## src/rtl/cmul_scheduler_pkg.sv

```systemverilog
// Shared widths, FSM encoding and partial-product tables for the complex-multiply scheduler.
// Pure declarations: no logic, no latency.
package cmul_scheduler_pkg;

  localparam int W_IN         = 8;
  localparam int W_PROD       = 2 * W_IN;
  localparam int W_ACC        = 2 * W_IN + 1;
  localparam int MULT_LAT_DEF = 10;
  localparam int TIMEOUT_DEF  = 32;

  typedef enum logic [2:0] {
    S_DRAIN,
    S_IDLE,
    S_ISSUE,
    S_WAIT,
    S_GAP,
    S_DONE
  } state_e;

  typedef logic [1:0] pp_idx_t;

  localparam pp_idx_t PP_RR   = 2'd0;  // ar * br
  localparam pp_idx_t PP_II   = 2'd1;  // ai * bi
  localparam pp_idx_t PP_RI   = 2'd2;  // ar * bi
  localparam pp_idx_t PP_IR   = 2'd3;  // ai * br
  localparam pp_idx_t PP_LAST = PP_IR;

  typedef enum logic [1:0] {
    ACC_ADD_RE,
    ACC_SUB_RE,
    ACC_ADD_IM
  } acc_op_e;

  typedef struct packed {
    logic signed [W_IN-1:0] a_re;
    logic signed [W_IN-1:0] a_im;
    logic signed [W_IN-1:0] b_re;
    logic signed [W_IN-1:0] b_im;
  } operands_t;

  function automatic acc_op_e acc_op(input pp_idx_t idx);
    acc_op_e op;
    case (idx)
      PP_RR:   op = ACC_ADD_RE;
      PP_II:   op = ACC_SUB_RE;
      PP_RI:   op = ACC_ADD_IM;
      PP_IR:   op = ACC_ADD_IM;
      default: op = ACC_ADD_IM;
    endcase
    return op;
  endfunction

  function automatic logic sel_a_im(input pp_idx_t idx);
    return (idx == PP_II) || (idx == PP_IR);
  endfunction

  function automatic logic sel_b_im(input pp_idx_t idx);
    return (idx == PP_II) || (idx == PP_RI);
  endfunction

endpackage

```

## src/rtl/cmul_scheduler_if.sv

```systemverilog
// Operand/result handshakes plus the shared-multiplier side-band of the scheduler.
// slave = scheduler view; master = the environment (producer, consumer and multiplier).
interface cmul_scheduler_if;
  import cmul_scheduler_pkg::*;

  logic                     in_valid;
  logic                     in_ready;
  logic signed [W_IN-1:0]   a_re;
  logic signed [W_IN-1:0]   a_im;
  logic signed [W_IN-1:0]   b_re;
  logic signed [W_IN-1:0]   b_im;

  logic                     out_valid;
  logic                     out_ready;
  logic signed [W_ACC-1:0]  prod_re;
  logic signed [W_ACC-1:0]  prod_im;
  logic                     err;

  logic                     mult_start;
  logic [W_IN-1:0]          mult_a;
  logic [W_IN-1:0]          mult_b;
  logic [W_PROD-1:0]        mult_out;
  logic                     mult_valid;

  modport slave (
    input  in_valid, a_re, a_im, b_re, b_im, out_ready, mult_out, mult_valid,
    output in_ready, out_valid, prod_re, prod_im, err, mult_start, mult_a, mult_b
  );

  modport master (
    output in_valid, a_re, a_im, b_re, b_im, out_ready, mult_out, mult_valid,
    input  in_ready, out_valid, prod_re, prod_im, err, mult_start, mult_a, mult_b
  );

endinterface

```

## src/rtl/cmul_scheduler_sign_unit.sv

```systemverilog
// Sign handling around the unsigned multiplier: operand magnitudes + product sign,
// and signed re-extension of the returned magnitude. Purely combinational.
module cmul_sign_unit
  import cmul_scheduler_pkg::*;
(
  input  logic signed [W_IN-1:0]  x_i,
  input  logic signed [W_IN-1:0]  y_i,
  output logic [W_IN-1:0]         mag_x_o,
  output logic [W_IN-1:0]         mag_y_o,
  output logic                    neg_o,
  input  logic [W_PROD-1:0]       prod_i,
  input  logic                    prod_neg_i,
  output logic signed [W_ACC-1:0] term_o
);

  logic [W_IN-1:0]  ux;
  logic [W_IN-1:0]  uy;
  logic [W_ACC-1:0] ext;

  // Negating in unsigned arithmetic maps -128 to 8'h80, i.e. magnitude 128.
  assign ux      = x_i;
  assign uy      = y_i;
  assign mag_x_o = x_i[W_IN-1] ? -ux : ux;
  assign mag_y_o = y_i[W_IN-1] ? -uy : uy;
  assign neg_o   = x_i[W_IN-1] ^ y_i[W_IN-1];

  assign ext     = {1'b0, prod_i};
  assign term_o  = prod_neg_i ? -ext : ext;

endmodule

```

## src/rtl/cmul_scheduler.sv

```systemverilog
// Drives one shared 8x8 unsigned multiplier four times to form a signed complex product.
// Latency 1 + 4*(mult latency + 1) + 1; no overlap, in_ready low until the result is taken.
module cmul_scheduler
  import cmul_scheduler_pkg::*;
#(
  parameter int MULT_LAT = MULT_LAT_DEF,
  parameter int TIMEOUT  = TIMEOUT_DEF
) (
  input  logic             clk,
  input  logic             rst,
  cmul_scheduler_if.slave  bus
);

  localparam int DRAIN_W = $clog2(MULT_LAT + 3);
  localparam int TMO_W   = $clog2(TIMEOUT + 1);
  localparam logic [DRAIN_W-1:0] DRAIN_INIT = DRAIN_W'(MULT_LAT + 2);
  localparam logic [TMO_W-1:0]   TMO_LAST   = TMO_W'(TIMEOUT - 1);

  state_e                  state_q,  state_d;
  logic [DRAIN_W-1:0]      drain_q,  drain_d;
  logic [TMO_W-1:0]        tmo_q,    tmo_d;
  operands_t               ops_q,    ops_d;
  pp_idx_t                 idx_q,    idx_d;
  logic                    neg_q,    neg_d;
  logic                    err_q,    err_d;
  logic signed [W_ACC-1:0] acc_re_q, acc_re_d;
  logic signed [W_ACC-1:0] acc_im_q, acc_im_d;

  logic signed [W_IN-1:0]  op_x;
  logic signed [W_IN-1:0]  op_y;
  logic [W_IN-1:0]         mag_x;
  logic [W_IN-1:0]         mag_y;
  logic                    pp_neg;
  logic signed [W_ACC-1:0] term;

  always_comb begin
    op_x = sel_a_im(idx_q) ? ops_q.a_im : ops_q.a_re;
    op_y = sel_b_im(idx_q) ? ops_q.b_im : ops_q.b_re;
  end

  cmul_sign_unit u_sign (
    .x_i        (op_x),
    .y_i        (op_y),
    .mag_x_o    (mag_x),
    .mag_y_o    (mag_y),
    .neg_o      (pp_neg),
    .prod_i     (bus.mult_out),
    .prod_neg_i (neg_q),
    .term_o     (term)
  );

  always_ff @(posedge clk) begin
    if (rst) begin
      state_q  <= S_DRAIN;
      drain_q  <= DRAIN_INIT;
      tmo_q    <= '0;
      ops_q    <= '0;
      idx_q    <= PP_RR;
      neg_q    <= 1'b0;
      err_q    <= 1'b0;
      acc_re_q <= '0;
      acc_im_q <= '0;
    end else begin
      state_q  <= state_d;
      drain_q  <= drain_d;
      tmo_q    <= tmo_d;
      ops_q    <= ops_d;
      idx_q    <= idx_d;
      neg_q    <= neg_d;
      err_q    <= err_d;
      acc_re_q <= acc_re_d;
      acc_im_q <= acc_im_d;
    end
  end

  always_comb begin
    state_d  = state_q;
    drain_d  = drain_q;
    tmo_d    = tmo_q;
    ops_d    = ops_q;
    idx_d    = idx_q;
    neg_d    = neg_q;
    err_d    = err_q;
    acc_re_d = acc_re_q;
    acc_im_d = acc_im_q;

    case (state_q)
      // The multiplier has no reset, so let any in-flight product flush out first.
      S_DRAIN: begin
        if (drain_q == '0) state_d = S_IDLE;
        else               drain_d = drain_q - DRAIN_W'(1);
      end

      S_IDLE: begin
        if (bus.in_valid) begin
          ops_d    = '{a_re: bus.a_re, a_im: bus.a_im, b_re: bus.b_re, b_im: bus.b_im};
          acc_re_d = '0;
          acc_im_d = '0;
          idx_d    = PP_RR;
          state_d  = S_ISSUE;
        end
      end

      S_ISSUE: begin
        neg_d   = pp_neg;
        tmo_d   = '0;
        state_d = S_WAIT;
      end

      S_WAIT: begin
        if (bus.mult_valid) begin
          case (acc_op(idx_q))
            ACC_ADD_RE: acc_re_d = acc_re_q + term;
            ACC_SUB_RE: acc_re_d = acc_re_q - term;
            default:    acc_im_d = acc_im_q + term;
          endcase
          state_d = S_GAP;
        end else if (tmo_q == TMO_LAST) begin
          err_d    = 1'b1;
          acc_re_d = '0;
          acc_im_d = '0;
          state_d  = S_DONE;
        end else begin
          tmo_d = tmo_q + TMO_W'(1);
        end
      end

      // Idle cycle so the multiplier is back at rest before the next start.
      S_GAP: begin
        if (idx_q == PP_LAST) begin
          state_d = S_DONE;
        end else begin
          idx_d   = idx_q + 2'd1;
          state_d = S_ISSUE;
        end
      end

      S_DONE: begin
        if (bus.out_ready) state_d = S_IDLE;
      end

      default: state_d = S_DRAIN;
    endcase
  end

  always_comb begin
    bus.in_ready   = (state_q == S_IDLE);
    bus.out_valid  = (state_q == S_DONE);
    bus.prod_re    = acc_re_q;
    bus.prod_im    = acc_im_q;
    bus.err        = err_q;
    bus.mult_start = (state_q == S_ISSUE);
    bus.mult_a     = '0;
    bus.mult_b     = '0;
    if (state_q == S_ISSUE || state_q == S_WAIT) begin
      bus.mult_a = mag_x;
      bus.mult_b = mag_y;
    end
  end

endmodule

```

## src/flat_wrapper.sv

```systemverilog
// flat-port wrapper written by rule: the top's interface ports become plain ports
module cmul_scheduler_flat import cmul_scheduler_pkg::*;
#(
  parameter int MULT_LAT = MULT_LAT_DEF,
  parameter int TIMEOUT  = TIMEOUT_DEF
)
  (clk, rst, bus_in_valid, bus_a_re, bus_a_im, bus_b_re, bus_b_im, bus_out_ready, bus_mult_out, bus_mult_valid, bus_in_ready, bus_out_valid, bus_prod_re, bus_prod_im, bus_err, bus_mult_start, bus_mult_a, bus_mult_b);
  cmul_scheduler_if bus_i ();
  input  logic clk;
  input  logic rst;
  input wire logic [$bits(bus_i.in_valid)-1:0] bus_in_valid;
  input wire logic [$bits(bus_i.a_re)-1:0] bus_a_re;
  input wire logic [$bits(bus_i.a_im)-1:0] bus_a_im;
  input wire logic [$bits(bus_i.b_re)-1:0] bus_b_re;
  input wire logic [$bits(bus_i.b_im)-1:0] bus_b_im;
  input wire logic [$bits(bus_i.out_ready)-1:0] bus_out_ready;
  input wire logic [$bits(bus_i.mult_out)-1:0] bus_mult_out;
  input wire logic [$bits(bus_i.mult_valid)-1:0] bus_mult_valid;
  output wire logic [$bits(bus_i.in_ready)-1:0] bus_in_ready;
  output wire logic [$bits(bus_i.out_valid)-1:0] bus_out_valid;
  output wire logic [$bits(bus_i.prod_re)-1:0] bus_prod_re;
  output wire logic [$bits(bus_i.prod_im)-1:0] bus_prod_im;
  output wire logic [$bits(bus_i.err)-1:0] bus_err;
  output wire logic [$bits(bus_i.mult_start)-1:0] bus_mult_start;
  output wire logic [$bits(bus_i.mult_a)-1:0] bus_mult_a;
  output wire logic [$bits(bus_i.mult_b)-1:0] bus_mult_b;
  assign bus_i.in_valid = bus_in_valid;
  assign bus_i.a_re = bus_a_re;
  assign bus_i.a_im = bus_a_im;
  assign bus_i.b_re = bus_b_re;
  assign bus_i.b_im = bus_b_im;
  assign bus_i.out_ready = bus_out_ready;
  assign bus_i.mult_out = bus_mult_out;
  assign bus_i.mult_valid = bus_mult_valid;
  assign bus_in_ready = bus_i.in_ready;
  assign bus_out_valid = bus_i.out_valid;
  assign bus_prod_re = bus_i.prod_re;
  assign bus_prod_im = bus_i.prod_im;
  assign bus_err = bus_i.err;
  assign bus_mult_start = bus_i.mult_start;
  assign bus_mult_a = bus_i.mult_a;
  assign bus_mult_b = bus_i.mult_b;
  cmul_scheduler #(.MULT_LAT(MULT_LAT), .TIMEOUT(TIMEOUT)) u_core (.clk(clk), .rst(rst), .bus(bus_i));
endmodule
```

## config.mk

```make
export PLATFORM = sky130hd
export DESIGN_NAME = cmul_scheduler_flat
export DESIGN_NICKNAME = d
export VERILOG_FILES = /design/src/rtl/cmul_scheduler_pkg.sv /design/src/rtl/cmul_scheduler_if.sv /design/src/rtl/cmul_scheduler_sign_unit.sv /design/src/rtl/cmul_scheduler.sv /design/src/flat_wrapper.sv
export SDC_FILE = /design/constraint.sdc
export NUM_CORES = 1
export LEC_CHECK = 0
export CAP_MARGIN = 20
export CORE_MARGIN = 2
export CORE_UTILIZATION = 58
export CTS_CLUSTER_DIAMETER = 120
export DETAILED_ROUTE_END_ITERATION = 12
export HOLD_SLACK_MARGIN = 0.03
export PLACE_DENSITY_LB_ADDON = 0.1
export SLEW_MARGIN = 20
export SYNTH_ARGS = -nofsm -noshare
export SYNTH_HDL_FRONTEND = slang
export SYNTH_SLANG_ARGS = --single-unit
```

## constraint.sdc

```tcl
create_clock -name clk -period 7.45 [get_ports clk]
set_input_delay 0.745 -clock clk [delete_from_list [all_inputs] [get_ports clk]]
set_output_delay 0.745 -clock clk [all_outputs]
set_load 0.02 [all_outputs]
```

==> impl_metrics.csv, run 1 <==
group,metric,value,unit
outcome,status,"completed",
grt,grtUsageMet3,4.68,%
floorplan,chipWidth,105,µm
worst_setup_path,critPathTopFamily,"compound AO/OA/AOI/OAI gates",
worst_setup_path,path_cells,"clkdlybuf4s50_1 > inv_1 > ha_1 > or3b_2 > a221oi_1 > nand3_1 > a21o_1 > nor2_1 > nor2_1 > xnor2_1 > ha_1 > and2_1 > o21ai_0 > a31oi_1 > o41ai_1 > nand2b_1 > o21ba_1 > a311o_1",
grt,use_met1,32.8,%
synth,synth_top_area_share,28.2,%
worst_setup_path,cp.arrival,5.12,ns
grt,grt_pass1_vias,5726,
synth,synth_area_leaders,"dfxtp_1 28%, ha_1 8.7%, nand2_1 6.8%, a21oi_1 5.9%, nor2_1 5.9%",
sta,fin_ws,2.59,ns
place,place_area,7000,µm²
worst_setup_path,end_kind,"register",
sta,rsz0062_at_grt,"no",
sta,setup_tns,0,ns
routing,wl_per_cell,15.6,µm
synth,netlist_instances,772,
worst_setup_path,path_buf_inv,2,
grt,grtUsageTotal,28.1,%
sta,slew_viol_final,0,
sta,worst_pin_slew,1.04,ns
sta,hold_viol_final,0,
clock_network,htreeDepth,3,
synth,synthArstFlopShare,0,%
grt,grt_pass1_wl,25700,µm
clock_network,cts_hold_buf,0,
routing,vias,5941,
sta,fin_skew,0.00967,ns
sta,min_period_over_period,65.2,%
synth,synth.yosys.seq_area_share,28.2,%
power,share_comb_of_total_power,16.4,%
place,hpwl,11400,µm
place,place_ws,2.32,ns
grt,top_usage_layer,"met2",
sta,layout_min_cycle_time,4.86,ns
floorplan,initial_core_util,59.9,%
worst_setup_path,criticalPathCategory,"primary input to register",
place,portBuffers,106,
synth,synth_nets,868,
floorplan,dieArea,11000,µm²
power,p_sw,0.259,mW
floorplan,io_pins,107,
routing,routed_wl,15600,µm
clock_network,root_buffer,"clkbuf_8",
clock_network,path_clk_slew,0.09,ns
synth,synth-edff-count,0,
cells_and_area,layout.nets,956,
grt,antenna_found_initial,0,
sta,holdWs,0.458,ns
floorplan,rows,36,
clock_network,cts_buffer_depth,2,
synth,ys_ff_latch,83,
power,ir_worst_vdd,0.0000911,V
synth,yosysTopAreaCell,"dfxtp_1",
power,cellLeakagePower,2.72,nW
sta,slew_headroom,30.3,%
sta,setup_viol,0,
sta,fmax,0.206,GHz
clock_network,ctsResizeCount,0,
power,p_seq_share,50.9,%
worst_setup_path,crit_fanout,6,
grt,grt_max_degree,81,
worst_setup_path,rrSetupSlack,3.05,ns
place,gp_routability_congestion,0.971,
power,power_density,127,nW/µm²
routing,via_per_inst,5.95,
floorplan,die_h,105,µm
power,p_int,0.654,mW
routing,initialDrtViolationCount,329,
synth,synth_cell_types,62,
cells_and_area,syn_to_final_growth,22.2,%
synth,ys_warn_count,0,
worst_setup_path,cp.required,7.71,ns
flow_run,cap_violations,0,
power,swShare,28.4,%
worst_setup_path,start_kind,"primary input",
cells_and_area,layout-drive-gt1-share,3.70,%
worst_setup_path,cp_slowest_stage_delay,0.52,ns
routing,first_pass_iters,5,
clock_network,cts_buffers,9,
cells_and_area,final_cell_area,7190,µm²
clock_network,insertion_delay,0.36,ns
synth,synth_area,5890,µm²
synth,synth.avg_cell_area,7.62,µm²
clock_network,postCtsSetupRepairBufs,0,
grt,grt.overflow.total,0,
power,p_total,0.913,mW
floorplan,core,9820,µm²
min_path,min_path_type,"register to register",
synth,synthFlopType,"dfxtp_1",
grt,use_met2,50.7,%
worst_setup_path,crit_slowest_cell,"clkdlybuf4s50_1",
clock_network,cts_sinks,83,
routing,antenna_left,0,
clock_network,cts_tree,"yes",
routing,drc,0,
cells_and_area,diodes,0,
power,power_frac_clock,32.7,%
-- layer usage --
| layer | share of wire, % | routed length [µm] | up-vias |
|---|---|---|---|
| li1 | - | - | 2931 |
| met3 | 5.6 | 879 | 42 |
| met2 | 50 | 7780 | 204 |
| met1 | 41 | 6450 | 2764 |
| met4 | 3.0 | 464 | 0 |
| met5 | 0 | 0 | - |
-- cell usage after synthesis, types with 9 or more instances --
cell        n
o21ai_0    28
clkbuf_1   30
o21a_1      9
a21oi_1    69
nand2_1   106
a211oi_1   12
nor2_1     92
ha_1       41
a22oi_1    18
xor2_1     24
nand4_1     9
inv_1      28
xnor2_1    38
mux2i_1    17
a31oi_1    15
nand3_1    19
nor3_1     22
dfxtp_1    83
-- worst reg2reg max path: stages (launching register included) --
cell and delay [ns]:
dfxtp_1 0.89, o21ai_0 0.48, nor3_1 0.35, nand3_1 0.14, a21o_1 0.21, nor2_1 0.15
nor2_1 0.07, xnor2_1 0.15, ha_1 0.34, and2_1 0.16, o21ai_0 0.28, a31oi_1 0.19
o41ai_1 0.33, nand2b_1 0.15, o21ba_1 0.15, a311o_1 0.26
-- per-stage QoR --
step           cells  util, %
3_5_place_dp     981     71.3
5_1_grt          998     73.2
3_3_place_gp     981     71.3
2_1_floorplan    772        -
6_report         998     73.2
4_1_cts          997     73.0
-- cells by family (layout without fill, tap and decap cells) --
logic type               Yosys count  in the layout  share of synthesized area, %
AO/OA/AOI/OAI                    199            199                          22.0
XOR/XNOR                          62             62                          9.23
adder cells (fa/ha/maj)           44             44                          9.57
buffers and inverters             61            154                          4.02
flip-flops                        83             83                          28.2
multiplexers                      19             19                          3.27
AND/OR/NAND/NOR                  304            304                          23.7
-- layout make-up --
type	count	area, µm²
flip-flops and latches	83	1660
multi-input cells	628	3990
well taps	133	166
inverters	28	105
clock buffers	12	145
repair buffers	110	1090
clock inverters	4	26.3
fillers	849	2630
-- registers in the layout (all words and copies together), names as in the netlist --
register and count:
u_core.ops_q 32, u_core.bus.prod_im 17, u_core.bus.prod_re 17, u_core.tmo_q 6
u_core.drain_q 4, u_core.state_q 3, u_core.idx_q 2, u_core.bus.err 1
u_core.neg_q 1
-- path summary, 6_finish.rpt --
| path | startpoint | end | cells after the start |
|---|---|---|---|
| hold reg to reg | u_core.ops_q[16]$_SDFFE_PP0P_ | u_core.ops_q[16]$_SDFFE_PP0P_ | 2 |
| hold / removal | u_core.ops_q[16]$_SDFFE_PP0P_ | u_core.ops_q[16]$_SDFFE_PP0P_ | 2 |
| setup reg to reg | u_core.neg_q$_SDFFE_PP0P_ | u_core.bus.prod_re[16]$_SDFFE_PP0P_ | 15 |
| setup / recovery | bus_mult_out[0] | u_core.bus.prod_re[16]$_SDFFE_PP0P_ | 18 |
-- placed cells by master, fill, tap and decap left out, drive strengths merged, types with 6 or more instances in the layout --
cell,netlist,routed
xor2,24,24
nand3,19,19
o21a,9,9
a211oi,12,12
ha,41,41
nor2b,8,8
nand2,106,106
o21ai,29,29
clkdlybuf4s50,0,105
nand4,9,9
xnor2,38,38
nor2,92,92
or3,7,7
a21oi,69,69
a22oi,18,18
inv,28,28
nor3,23,23
a21o,8,8
dfxtp,83,83
mux2i,17,17
o41ai,6,6
a31oi,15,15
clkbuf,30,12
nand2b,8,8
-- power by group through the flow --
| stage | sequential [mW] | combinational, mW | clock (mW) |
|---|---|---|---|
| after global routing | 0.467 | 0.165 | 0.321 |
| after CTS | 0.465 | 0.148 | 0.301 |
| final | 0.465 | 0.150 | 0.299 |
| after global placement | 0.474 | 0.141 | 0 |
| after floorplan | 0.472 | 0.0931 | 0 |
| after detailed placement | 0.475 | 0.147 | 0 |
Power figures use the tool's default switching activity.
==> run 2, diff against run 1 <==
--- a/config.mk
+++ b/config.mk
@@ -7,7 +7,7 @@
 export LEC_CHECK = 0
 export CAP_MARGIN = 20
 export CORE_MARGIN = 2
-export CORE_UTILIZATION = 58
+export CORE_UTILIZATION = 54
 export CTS_CLUSTER_DIAMETER = 120
 export DETAILED_ROUTE_END_ITERATION = 12
 export HOLD_SLACK_MARGIN = 0.03
==> constraint.sdc (replaced) <==
create_clock -name clk -period 4.8 [get_ports clk]
set_input_delay 0.48 -clock clk [delete_from_list [all_inputs] [get_ports clk]]
set_output_delay 0.48 -clock clk [all_outputs]
set_load 0.02 [all_outputs]
==> run 2 against run 1 <==
Against the previous run:
- register-to-register slack worse by 2.2 ns
- clock power up 61%
- non-clock buffer count up 11
- sequential share of layout area down 0.32 points
==> impl_metrics.csv, run 2 (synthesized netlist as in run 1, its figures left out) <==
group,metric,value,unit
cells_and_area,layout-drive-gt1-share,5.25,%
routing,via_per_inst,5.87,
place,gp_routability_congestion,0.934,
routing,met1_length,6910,µm
sta,min_period_over_period,95.7,%
sta,fin_ws,0.205,ns
clock_network,path_clk_slew,0.09,ns
cells_and_area,n_fill_cell,951,
clock_network,postCtsSetupRepairBufs,0,
clock_network,cts_tree,"yes",
flow_run,cap_violations,0,
routing,initialDrtViolationCount,312,
outcome,status,"completed",
worst_setup_path,cp.required,5.06,ns
clock_network,insertion_delay,0.37,ns
sta,fin_skew,0.0171,ns
routing,first_pass_iters,5,
grt,antenna_found_initial,0,
power,cellLeakagePower,2.78,nW
sta,setup_viol,0,
routing,wl_per_cell,15.7,µm
grt,grtUsageTotal,27.2,%
cells_and_area,final_common_cell,"nand2_1",
floorplan,chipWidth,108,µm
cells_and_area,layout_common_cells,"106 x nand2_1, 105 x clkdlybuf4s50_1, 92 x nor2_1",
power,ir_worst_vdd,0.000128,V
sta,slew_headroom,34.4,%
cells_and_area,layout.nets,967,
worst_setup_path,criticalPathCategory,"primary input to register",
sta,fmax,0.218,GHz
grt,grt_max_degree,80,
routing,wl_met2,7910,µm
floorplan,core,10700,µm²
cells_and_area,largest_register,"u_core.ops_q",
floorplan,die_h,108,µm
min_path,min_path_type,"register to register",
worst_setup_path,end_kind,"register",
clock_network,cts_sinks,83,
sta,layout_min_cycle_time,4.59,ns
place,place_ws,-0.0445,ns
worst_setup_path,crit_fanout,5,
cells_and_area,diodes,0,
sta,worst_pin_slew,0.981,ns
floorplan,initial_core_util,54.8,%
routing,routed_wl,16000,µm
routing,wl_met3,784,µm
cells_and_area,final_util,67.9,%
grt,grt_pass1_wl,25700,µm
cells_and_area,syn_to_final_growth,23.9,%
floorplan,io_pins,107,
routing,top_layer_used,"met4",
place,hpwl,11800,µm
clock_network,htreeDepth,3,
routing,drc,0,
cells_and_area,largest_register_ffs,32,
clock_network,cts_hold_buf,0,
routing,antenna_left,0,
power,power_density,198,nW/µm²
sta,hold_viol_final,0,
clock_network,cts_buffers,9,
clock_network,cts_buffer_depth,2,
floorplan,rows,38,
clock_network,root_buffer,"clkbuf_8",
worst_setup_path,start_kind,"primary input",
place,portBuffers,106,
grt,grt_pass1_vias,5701,
sta,holdWs,0.457,ns
routing,vias,5964,
worst_setup_path,cp.arrival,4.85,ns
sta,slew_viol_final,0,
grt,grt.overflow.total,0,
floorplan,dieArea,11800,µm²
## run 2: cell types whose count changed in the layout (fill, tap and decap cells not counted), sizes merged
cell and delta:
inv +1, clkinvlp +1, clkinv -1, clkbuf -1, buf +11
## run 2: per-layer routing
layer,vias up,track usage (%)
li1,2957,-
met2,187,49.5
met5,-,0
met1,2788,32.1
met4,0,11.2
met3,32,3.07
## run 2: layout make-up
cell class                      count  area, µm²  share of cell area, %
Timing Repair Buffer              121       1170                   16.0
Multi-Input combinational cell    628       4000                   54.9
Inverter                           28        105                   1.44
Tap cell                          140        175                   2.40
Clock inverter                      5       37.5                  0.515
Sequential cell                    83       1660                   22.8
Clock buffer                       11        141                   1.94
## run 2: critical path, stage by stage
cell and delay, ns:
clkdlybuf4s50_1 0.45, inv_1 0.13, ha_1 0.23, or3b_2 0.47
a221oi_1 0.45, nand3_1 0.17, a21o_1 0.22, nor2_1 0.18
nor2_1 0.08, xnor2_1 0.15, ha_1 0.35, and2_1 0.16
o21ai_0 0.27, a31oi_1 0.21, o41ai_2 0.29, nand2b_1 0.15
o21ba_1 0.14, a311o_1 0.26
## run 2: final timing paths
kind,end,slack (ns),from,depth (start not counted)
worst max-delay path,u_core.bus.prod_re[16]$_SDFFE_PP0P_,0.21,bus_mult_out[1],18
worst min-delay path,u_core.ops_q[2]$_SDFFE_PP0P_,0.46,u_core.ops_q[2]$_SDFFE_PP0P_,2
worst max register to register,u_core.bus.prod_re[16]$_SDFFE_PP0P_,0.83,u_core.neg_q$_SDFFE_PP0P_,17
worst min register to register,u_core.ops_q[2]$_SDFFE_PP0P_,0.46,u_core.ops_q[2]$_SDFFE_PP0P_,2
## run 2: metrics by stage
step | cells | cell area (µm²) | setup TNS (ns) | power (mW)
5_1_grt | 1016 | 7290 | -0.0192 | 1.51
4_1_cts | 1016 | 7280 | 0 | 1.45
6_report | 1016 | 7290 | 0 | 1.44
3_3_place_gp | 1000 | 7100 | 0 | 0.963
3_5_place_dp | 1000 | 7100 | -0.0445 | 0.974
2_1_floorplan | 772 | 5890 | 0 | 0.876
## run 2: power by group
| part | switching [mW] | internal [mW] |
|---|---|---|
| Clock | 0.277 | 0.204 |
| Sequential | 0.0153 | 0.706 |
| Combinational | 0.129 | 0.111 |
## run 2: timing repair
item / in CTS / in global routing
endpoints found under the setup margin: 0 / 1
hold endpoints to repair: 0 / 0
resized for setup: 0 / 2
